===== src/rtl/qed_pkg.sv =====
// Shared opcode constants, field positions, FSM state type and the duplicate
// remapping function for the QED instruction duplicator.
package qed_pkg;

    localparam logic [6:0] OPC_OPIMM = 7'b0010011;
    localparam logic [6:0] OPC_OP    = 7'b0110011;
    localparam logic [6:0] OPC_LOAD  = 7'b0000011;
    localparam logic [6:0] OPC_STORE = 7'b0100011;
    localparam logic [6:0] OPC_LUI   = 7'b0110111;

    localparam logic [31:0] QED_NOP = 32'h0000_0013;

    localparam int RD_LSB  = 7;
    localparam int RS1_LSB = 15;
    localparam int RS2_LSB = 20;
    localparam int IMM_LSB = 20;

    typedef enum logic {ST_ORIG, ST_DUP} qed_state_e;

    function automatic logic qed_eligible(input logic [6:0] opc);
        return (opc == OPC_OPIMM) || (opc == OPC_OP) || (opc == OPC_LOAD) ||
               (opc == OPC_STORE) || (opc == OPC_LUI);
    endfunction

    // x0 must keep meaning "zero" in the duplicate stream.
    function automatic logic [4:0] qed_reg_add(input logic [4:0] r, input logic [4:0] off);
        return (r == 5'd0) ? 5'd0 : 5'(r + off);
    endfunction

    function automatic logic [31:0] qed_remap(input logic [31:0] instr,
                                              input logic [4:0]  reg_off,
                                              input logic [11:0] mem_off);
        logic [31:0] o;
        logic [11:0] imm;
        logic [6:0]  opc;
        logic        use_rd, use_rs1, use_rs2;
        o   = instr;
        imm = 12'd0;
        opc = instr[6:0];
        use_rd  = (opc == OPC_OP) || (opc == OPC_OPIMM) || (opc == OPC_LOAD) || (opc == OPC_LUI);
        use_rs1 = (opc == OPC_OP) || (opc == OPC_OPIMM) || (opc == OPC_LOAD) || (opc == OPC_STORE);
        use_rs2 = (opc == OPC_OP) || (opc == OPC_STORE);
        if (use_rd)
            o[RD_LSB +: 5] = qed_reg_add(instr[RD_LSB +: 5], reg_off);
        if (use_rs1)
            o[RS1_LSB +: 5] = qed_reg_add(instr[RS1_LSB +: 5], reg_off);
        if (use_rs2)
            o[RS2_LSB +: 5] = qed_reg_add(instr[RS2_LSB +: 5], reg_off);
        if (opc == OPC_LOAD) begin
            imm = instr[IMM_LSB +: 12] + mem_off;
            o[IMM_LSB +: 12] = imm;
        end
        if (opc == OPC_STORE) begin
            imm = {instr[31:25], instr[11:7]} + mem_off;
            o[31:25] = imm[11:5];
            o[11:7]  = imm[4:0];
        end
        return o;
    endfunction

endpackage


===== src/rtl/qed_fifo.sv =====
// Synchronous show-ahead FIFO holding recorded instructions awaiting replay.
module qed_fifo
    import qed_pkg::*;
#(
    parameter int DEPTH = 8,
    parameter int W     = 32
) (
    input  logic                     clk,
    input  logic                     rst,
    input  logic                     i_push,
    input  logic                     i_pop,
    input  logic [W-1:0]             i_data,
    output logic [W-1:0]             o_data,
    output logic                     o_full,
    output logic                     o_empty,
    output logic [$clog2(DEPTH):0]   o_count
);

    localparam int AW = $clog2(DEPTH);

    logic [W-1:0]  r_mem [DEPTH];
    logic [AW-1:0] r_wr_ptr;
    logic [AW-1:0] r_rd_ptr;
    logic [AW:0]   r_count;

    always_ff @(posedge clk) begin
        if (i_push)
            r_mem[r_wr_ptr] <= i_data;
    end

    // Pointers wrap naturally because DEPTH is a power of two.
    always_ff @(posedge clk) begin
        if (rst) begin
            r_wr_ptr <= '0;
            r_rd_ptr <= '0;
            r_count  <= '0;
        end else begin
            if (i_push)
                r_wr_ptr <= r_wr_ptr + 1'b1;
            if (i_pop)
                r_rd_ptr <= r_rd_ptr + 1'b1;
            case ({i_push, i_pop})
                2'b10:   r_count <= r_count + 1'b1;
                2'b01:   r_count <= r_count - 1'b1;
                default: r_count <= r_count;
            endcase
        end
    end

    assign o_data  = r_mem[r_rd_ptr];
    assign o_full  = (r_count == (AW+1)'(DEPTH));
    assign o_empty = (r_count == '0);
    assign o_count = r_count;

endmodule


===== src/rtl/qed_dup_buffer.sv =====
// QED duplicator between fetch and decode: forwards originals, records eligible
// ones, and replays them as register/memory-remapped duplicates in batches.
module qed_dup_buffer
    import qed_pkg::*;
#(
    parameter int          DEPTH      = 8,
    parameter int          REG_OFFSET = 16,
    parameter logic [11:0] MEM_OFFSET = 12'h400,
    parameter logic [31:0] NOP        = QED_NOP
) (
    input  logic                     clk,
    input  logic                     rst,
    input  logic                     ena,
    input  logic                     exec_dup,
    input  logic                     stall_IF,
    input  logic [31:0]              ifu_qed_instruction,
    output logic                     qed_rdy,
    output logic [31:0]              qed_ifu_instruction,
    output logic                     vld_out,
    output logic [$clog2(DEPTH):0]   dup_count
);

    localparam int CW = $clog2(DEPTH) + 1;

    qed_state_e   r_state;
    logic [31:0]  r_instr_p0;
    logic         r_vld_p0;

    logic          w_full;
    logic          w_empty;
    logic          w_push;
    logic          w_pop;
    logic          w_go_dup;
    logic [31:0]   w_head;
    logic [31:0]   w_dup_instr;
    logic [CW-1:0] w_count;

    assign w_go_dup = w_full || (ena && exec_dup && !w_empty);
    assign qed_rdy  = (r_state == ST_ORIG) && !w_full && !(exec_dup && ena && !w_empty);
    assign w_push   = (r_state == ST_ORIG) && ena && !stall_IF && qed_rdy &&
                      qed_eligible(ifu_qed_instruction[6:0]);
    assign w_pop    = (r_state == ST_DUP) && !stall_IF && !w_empty;
    assign w_dup_instr = qed_remap(w_head, 5'(REG_OFFSET), MEM_OFFSET);

    qed_fifo #(
        .DEPTH (DEPTH),
        .W     (32)
    ) u_fifo (
        .clk     (clk),
        .rst     (rst),
        .i_push  (w_push),
        .i_pop   (w_pop),
        .i_data  (ifu_qed_instruction),
        .o_data  (w_head),
        .o_full  (w_full),
        .o_empty (w_empty),
        .o_count (w_count)
    );

    // Output stage: one register between the fetch/replay mux and decode.
    always_ff @(posedge clk) begin
        if (rst) begin
            r_state    <= ST_ORIG;
            r_instr_p0 <= NOP;
            r_vld_p0   <= 1'b0;
        end else if (stall_IF) begin
            r_vld_p0 <= 1'b0;
        end else begin
            case (r_state)
                ST_ORIG: begin
                    if (w_go_dup) begin
                        r_state  <= ST_DUP;
                        r_vld_p0 <= 1'b0;
                    end else begin
                        r_instr_p0 <= ifu_qed_instruction;
                        r_vld_p0   <= 1'b1;
                    end
                end
                ST_DUP: begin
                    r_instr_p0 <= w_dup_instr;
                    r_vld_p0   <= !w_empty;
                    if (w_count <= CW'(1))
                        r_state <= ST_ORIG;
                end
                default: r_state <= ST_ORIG;
            endcase
        end
    end

    assign qed_ifu_instruction = r_instr_p0;
    assign vld_out             = r_vld_p0;
    assign dup_count           = w_count;

endmodule

===== config.mk =====
export PLATFORM = sky130hd
export DESIGN_NAME = qed_dup_buffer
export DESIGN_NICKNAME = d
export VERILOG_FILES = /design/src/rtl/qed_pkg.sv /design/src/rtl/qed_fifo.sv /design/src/rtl/qed_dup_buffer.sv
export SDC_FILE = /design/constraint.sdc
export NUM_CORES = 1
export LEC_CHECK = 0
export ABC_AREA = 1
export CORE_ASPECT_RATIO = 2
export CORE_UTILIZATION = 64
export CTS_BUF_LIST = sky130_fd_sc_hd__clkbuf_4 sky130_fd_sc_hd__clkbuf_8 sky130_fd_sc_hd__clkbuf_16
export DETAILED_ROUTE_END_ITERATION = 10
export PLACE_DENSITY = 0.88
export SETUP_SLACK_MARGIN = 0.02
export SKIP_LAST_GASP = 1
export SYNTH_ARGS = -nofsm -noshare
export SYNTH_HDL_FRONTEND = slang
export SYNTH_SLANG_ARGS = --single-unit

===== constraint.sdc =====
create_clock -name clk -period 8.3 [get_ports clk]
set_clock_uncertainty 0.05 [all_clocks]
set_input_delay 0.83 -clock clk [delete_from_list [all_inputs] [get_ports clk]]
set_output_delay 0.83 -clock clk [all_outputs]
set_load 0.02 [all_outputs]

# After elaboration in Yosys (flattened, before gate mapping)
# Memories as Yosys holds them, arrays and structs flattened. A register that Yosys moved wholly into a read port is not among the register bits.
# Index checks and enable logic that the tools add are counted.
# W data, S select, Z words.
[totals]
reg_bits = 44
latch_bits = 0
ram_bits = 256
rom_bits = 0
inputBits = 37
output_inout_bits = 38
memories = 1
[memory_table]
columns = ["name", "depth", "word_bits", "rd", "rd_clocked_by_memory_dff", "write_ports", "line_no", "text"]
rows = [
  ["u_fifo.r_mem", 8, 32, 1, 1, 1, "qed_fifo.sv:21", "logic [W-1:0] r_mem [DEPTH];"],
]
[classes]
add_sub_neg = 9
multipliers = 0
div_mod_pow = 0
magnitude_cmp = 1
eq_ne = 14
n_shift = 0
mux = 21
bitwise = 2
reduce_logical = 31
[ops]
columns = ["cell", "count"]
rows = [
  ["$pmux W32 S2", 1],
  ["$eq A7 B6 Y1 const B", 6],
  ["$mux W5", 7],
  ["$mux W32", 1],
  ["$add A12 B11 Y12 const B", 2],
  ["$add A5 B5 Y5 const B", 3],
  ["$logic_not A5 Y1", 3],
  ["$eq A7 B2 Y1 const B", 2],
  ["$eq A7 B5 Y1 const B", 2],
  ["$mux W12", 1],
  ["$logic_and A1 B1 Y1", 10],
  ["$logic_or A1 B1 Y1", 10],
  ["$pmux W4 S2", 1],
  ["$mux W7", 1],
  ["$add A3 B1 Y3 const B", 2],
  ["$mux W3", 2],
  ["$mux W1", 5],
  ["$add A4 B1 Y4 const B", 1],
  ["$eq A4 B4 Y1 const B", 1],
  ["$le A4 B1 Y1 const B", 1],
  ["$logic_not A1 Y1", 4],
  ["$logic_not A4 Y1", 1],
  ["$pmux W1 S2", 2],
  ["$sub A4 B1 Y4 const B", 1],
  ["other kinds (7)", 8],
]

# Longest topological paths before layout
[logic_depth]
word_depth = 9
mapped_depth = 17
depth_no_buf = 15

# Modules after synthesis
# From an unflattened synthesis, not the netlist that was laid out.
[unflattened]
hier_cells = 1096
hier_area_um2 = 12436.9
[by_module_without_submodules]
columns = ["module", "instances", "cells_each", "area_per_inst_um2"]
rows = [
  ["qed_fifo", 1, 809, 10611.4],
  ["qed_dup_buffer", 1, 287, 1825.5],
]

# Least setup slack after synthesis
# OpenSTA, ideal clock, no wires.
[synth_path]
kind = "register to register"
startpoint = "register u_fifo.r_count[0] (netlist: u_fifo.o_count[0])"
endpoint = "memory u_fifo.r_mem[2][0] (enable)"
setup_ps = 461
arrival_time_ps = 4063
required_time_ps = 7789
slack_ps = 3726
path_stages_with_launch = 12
path_buffers = 0
synth_period_minus_slack_ps = 4574
path_cell_list = "dfxtp_1 > inv_1 > ha_1 > inv_1 > o21ai_0 > o21ai_0 > inv_1 > nor2_1 > nand2_1 > inv_1 > nand2_1 > nor3_1"
[synth_via]
elab_chain_cells = 9
elab_cells_between_ends = 12
[synth_lines]
columns = ["element", "line_no", "text"]
rows = [
  ["from (decl)", "qed_fifo.sv:24", "logic [AW:0] r_count;"],
  ["from (signal assigned)", "qed_fifo.sv:43", "2'b10: r_count <= r_count + 1'b1;"],
  ["from (signal assigned)", "qed_fifo.sv:44", "2'b01: r_count <= r_count - 1'b1;"],
  ["from (signal assigned)", "qed_fifo.sv:45", "default: r_count <= r_count;"],
  ["$logic_not A4 Y1", "qed_fifo.sv:52", "assign o_empty = (r_count == '0);"],
  ["$logic_not A1 Y1", "qed_dup_buffer.sv:39", "assign qed_rdy = (r_state == ST_ORIG) && !w_full && !(exec_dup && ena && !w_empty);"],
  ["$logic_and A1 B1 Y1", "qed_dup_buffer.sv:39", ""],
  ["$logic_not A1 Y1", "qed_dup_buffer.sv:39", ""],
  ["$logic_and A1 B1 Y1 *", "qed_dup_buffer.sv:39", ""],
  ["named net qed_rdy", "qed_dup_buffer.sv:17", "output logic qed_rdy,"],
  ["$logic_and A1 B1 Y1 * (2 in a row)", "qed_dup_buffer.sv:40", "assign w_push = (r_state == ST_ORIG) && ena && !stall_IF && qed_rdy &&"],
  ["$mux W1 *", "qed_fifo.sv:27", "if (i_push)"],
  ["$mux W1 (not written as such) *", "qed_fifo.sv:28", "r_mem[r_wr_ptr] <= i_data;"],
  ["to (decl)", "qed_fifo.sv:21", ""],
]
# Mark *: on every way through the listed nets, which the timed path passes. The rest lies on a longest branch.

# Final worst setup path
[layout_path]
startpoint = "input ifu_qed_instruction[4]"
endpoint = "memory u_fifo.r_mem[4][10] (enable)"
[layout_via]
elab_chain_cells = 8
elab_cells_between_ends = 12
[layout_lines]
columns = ["element", "line_no", "text"]
rows = [
  ["from (decl)", "qed_dup_buffer.sv:16", "input logic [31:0] ifu_qed_instruction,"],
  ["$eq A7 B5 Y1 / $eq A7 B6 Y1 (equally long branches)", "qed_pkg.sv:21", "return (opc == OPC_OPIMM) || (opc == OPC_OP) || (opc == OPC_LOAD) ||"],
  ["$logic_or A1 B1 Y1 (3 in a row)", "qed_pkg.sv:21", ""],
  ["$logic_or A1 B1 Y1 *", "qed_pkg.sv:22", "(opc == OPC_STORE) || (opc == OPC_LUI);"],
  ["$logic_and A1 B1 Y1 *", "qed_dup_buffer.sv:40", ""],
  ["$mux W1 *", "qed_fifo.sv:27", ""],
  ["$mux W1 (not written as such) *", "qed_fifo.sv:28", ""],
]
# Mark *: on every way between the ends. The rest lies on a longest branch, timed or not.

==> impl_results.md <==
* Diode count at 0
* Worst skew pair latency at about 0.53 ns
* Filler instances at about 1200
* Detailed-route via count at 8982
* Synth Flop Type: edfxtp_1
* FF-to-FF setup slack at between 4 and 5 ns
* Dpl hpwl at about 17000 µm
* Die Y at between 150 and 200 µm
* Post-synth top cells: edfxtp_1, nand2_1, nor2_1
* CTS-repair resized insts at 0
* Worst slew margin at a little over a tenth
* Status: completed
* Hold_buf cts at 0
* Peak VDD IR at approximately 0.23 mV
* Crit path capture: u_fifo.r_mem[4][10]$_DFFE_PP_
* Area growth syn-to-layout at 13.1%
* Drt wl/cell at between 20 and 25 µm
* Layout cells sized above 1 at under 10%
* Synthesized instance count at 1137
* DRC at 0
* Placed cells at around 1400
* Most frequent cell after synthesis: edfxtp_1
* Critical Path Sink Type: flip-flop
* Die footprint at 0.0202 mm²
* Comb power frac at between 4 and 5%
* M3 GR Usage at around 3.4%
* Routed WL at 30200 µm
* Seq pwr share at between 50% and 60%
* I/O Buffers at between 70 and 80
* First-pass GRT wire length at ~46000 µm
* Worst r2r path cells at 12
* Critical Path Source Type: input port
* Post-synth EDFFs at between 200 and 300
* Tcrit/Tclk final at between 40% and 50%
* Fin Setup TNS at 0 ns
* Seq/Total Area, Yosys at between 60 and 70%
* Final min period at roughly 4 ns
* Crit Path Max Fanout at 23
* Leading area contributor after synthesis: edfxtp_1
* Hold_ws at between 0.4 and 0.5 ns
* Num rows at 72
* Post-Syn Area at about 0.013 mm²
* Slew Viols, Final at 0
* Ys async rst share at 0%
* RSZ-0062 raised after global routing: false
* Reg2reg end: u_fifo.r_mem[4][10]$_DFFE_PP_
* PwrDens at 210 mW/mm²
* Final cell count without fillers at 1466
* MaxCap Viol Count at 0
* Area of the multi-input gates at roughly 0.0032 mm²
* Core area at ~0.019 mm²
* Proportion of netlist area held by the largest area contributor at approximately three fifths
* Clock Root Buffer: clkbuf_16
* Antenna Violating Nets Remaining at 0
* Initial antenna violation count at 0
* Total global routing overflow at 0
* Max frequency at between 0.2 and 0.3 GHz
* Reg clk slew, reported paths at around 0.060 ns
* CTS buffer count at 24
* CTS Buffer Depth at 3
* Number of synthesized register bits at 303
* CTS HTree Levels at 1
* CTS tree: built
* Clk network pwr share at 39.4%
* Drt via density at 6.13
* Largest net degree at the start of global routing at around 130
* Hold WC Path Type: reg2reg
* DIE WIDTH at between 100 and 150 µm
* Yosys cell types at 33
* Busiest grt layer: met2
* CTS Sinks at 303
* Worst Tran Pin Value at around 1.3 ns
* Sw Pwr at between 0.5 and 0.6 mW
* Yosys warnings at 0
* DRT iter0 DRCs at slightly below 1000
* Overall power at between 2 and 3 mW
* CP required at 8.42 ns
* GRT Util Overall at between 30% and 40%
* Vias in the first global route at just under 9000
* Io pins at 75
* Reg2reg start: u_fifo.o_count[0]$_SDFFE_PP0P_
* Final net count at ~1200
* Hold Fails Final Rpt at 0
* Seq. cell area at ~0.0086 mm²
* Leakage at between 5 and 6 nW
* WS Path Type: in2reg
* Syn_nets at about 1200
* P_int at 2.38 mW
* Final setup vio count at 0
* Setup crit start: ifu_qed_instruction[4]
* Met1 GRT Util at between 30% and 40%
* Sw Ratio at between 10% and 20%
* WP data arrival at just over 4 ns
* Synth area leaders: edfxtp_1, dfxtp_1, nand2_1
* GP Congestion at about 0.84
* Pre-antenna DRT Iters at 7
* Initial Utilization at between 60% and 70%
* Met2 usage in global routing at 54.0%
* Avg Cell Area, Syn at roughly 11 µm²
* Setup Buffers After CTS at 0
cell families (layout without fill, tap and decap cells):
group           Yosys count  count (layout)  synth area share, %
buf+inv                 145             215                 5.79
fa+ha+maj                 6               6                0.599
simple gates            440             440                 14.2
compound gates          241             241                 10.5
xor+xnor                  2               2                0.140
flops                   303             303                 68.8
power by group through the flow:
| stage | clock network, mW | logic, mW | registers [mW] |
|---|---|---|---|
| floorplan | 0 | 0.0379 | 1.72 |
| global placement | 0 | 0.126 | 1.70 |
| detailed placement | 0 | 0.130 | 1.70 |
| CTS | 1.17 | 0.131 | 1.67 |
| global route | 1.23 | 0.142 | 1.67 |
| finish | 1.17 | 0.133 | 1.67 |
stage by stage:
| stage | setup WS (ns) | utilization (%) | instance area (µm²) |
|---|---|---|---|
| 2_1_floorplan | 3.73 | - | 12500 |
| 3_3_place_gp | 4.00 | 69.3 | 13400 |
| 3_5_place_dp | 3.88 | 69.3 | 13400 |
| 4_1_cts | 4.38 | 73.6 | 14200 |
| 5_1_grt | 4.18 | 73.6 | 14200 |
| 6_report | 4.35 | 73.6 | 14200 |
routing by layer:
| layer | vias to the layer above | part of all wire, % |
|---|---|---|
| li1 | 4038 | - |
| met1 | 4275 | 33 |
| met2 | 560 | 53 |
| met3 | 109 | 8.7 |
| met4 | 0 | 5.1 |
| met5 | - | 0 |
cells in the final DEF (no fill, tap or decap), types with 3 or more instances in the layout:
master,instances
o22ai_1,18
dfxtp_1,45
inv_1,75
o21ai_1,11
inv_2,3
clkbuf_4,8
nand3_1,64
buf_4,17
nand2_2,5
nor3_2,8
o211ai_1,12
nand2_1,215
o21ai_0,121
clkdlybuf4s50_1,74
o221ai_1,8
clkbuf_8,7
nor2_1,140
clkbuf_16,25
a21oi_1,65
ha_1,6
edfxtp_1,256
state kept, by name, indices dropped and copies added, names as in the netlist, named ones only:
name / flops
u_fifo.r_rd_ptr: 3
u_fifo.o_count: 4
u_fifo.r_wr_ptr: 3
u_fifo.r_mem: 256
r_state: 1
qed_ifu_instruction: 32
vld_out: 1
critical path, stage by stage:
cell	delay (ns)
clkdlybuf4s50_1	0.65
nand2_1	0.19
a2111oi_0	0.44
nand2_1	0.27
inv_1	0.17
nand2_1	0.18
nor3_2	0.78
buf_4	0.53
layout make-up:
class | count | share of cell area [%]
Tap cell | 259 | 2.28
Clock inverter | 4 | 0.318
Sequential cell | 303 | 60.9
Timing Repair Buffer | 91 | 6.12
Inverter | 80 | 2.15
Clock buffer | 40 | 5.51
Multi-Input combinational cell | 689 | 22.7
how the worst min path moves through the flow:
stage,end,depth (start not counted),slack [ns],from
6_report,qed_ifu_instruction[22]$_SDFFE_PP0P_,2,0.43,qed_ifu_instruction[22]$_SDFFE_PP0P_
5_1_grt,qed_ifu_instruction[4]$_SDFFE_PP1P_,2,0.46,qed_ifu_instruction[4]$_SDFFE_PP1P_
4_1_cts,qed_ifu_instruction[22]$_SDFFE_PP0P_,2,0.42,qed_ifu_instruction[22]$_SDFFE_PP0P_
3_5_place_dp,qed_ifu_instruction[22]$_SDFFE_PP0P_,2,0.41,qed_ifu_instruction[22]$_SDFFE_PP0P_
3_3_place_gp,flip-flop,2,0.39,u_fifo.r_rd_ptr[2]$_SDFFE_PP0P_
2_1_floorplan,flip-flop,2,0.38,u_fifo.r_rd_ptr[2]$_SDFFE_PP0P_
(Power assumes the default switching activity.)
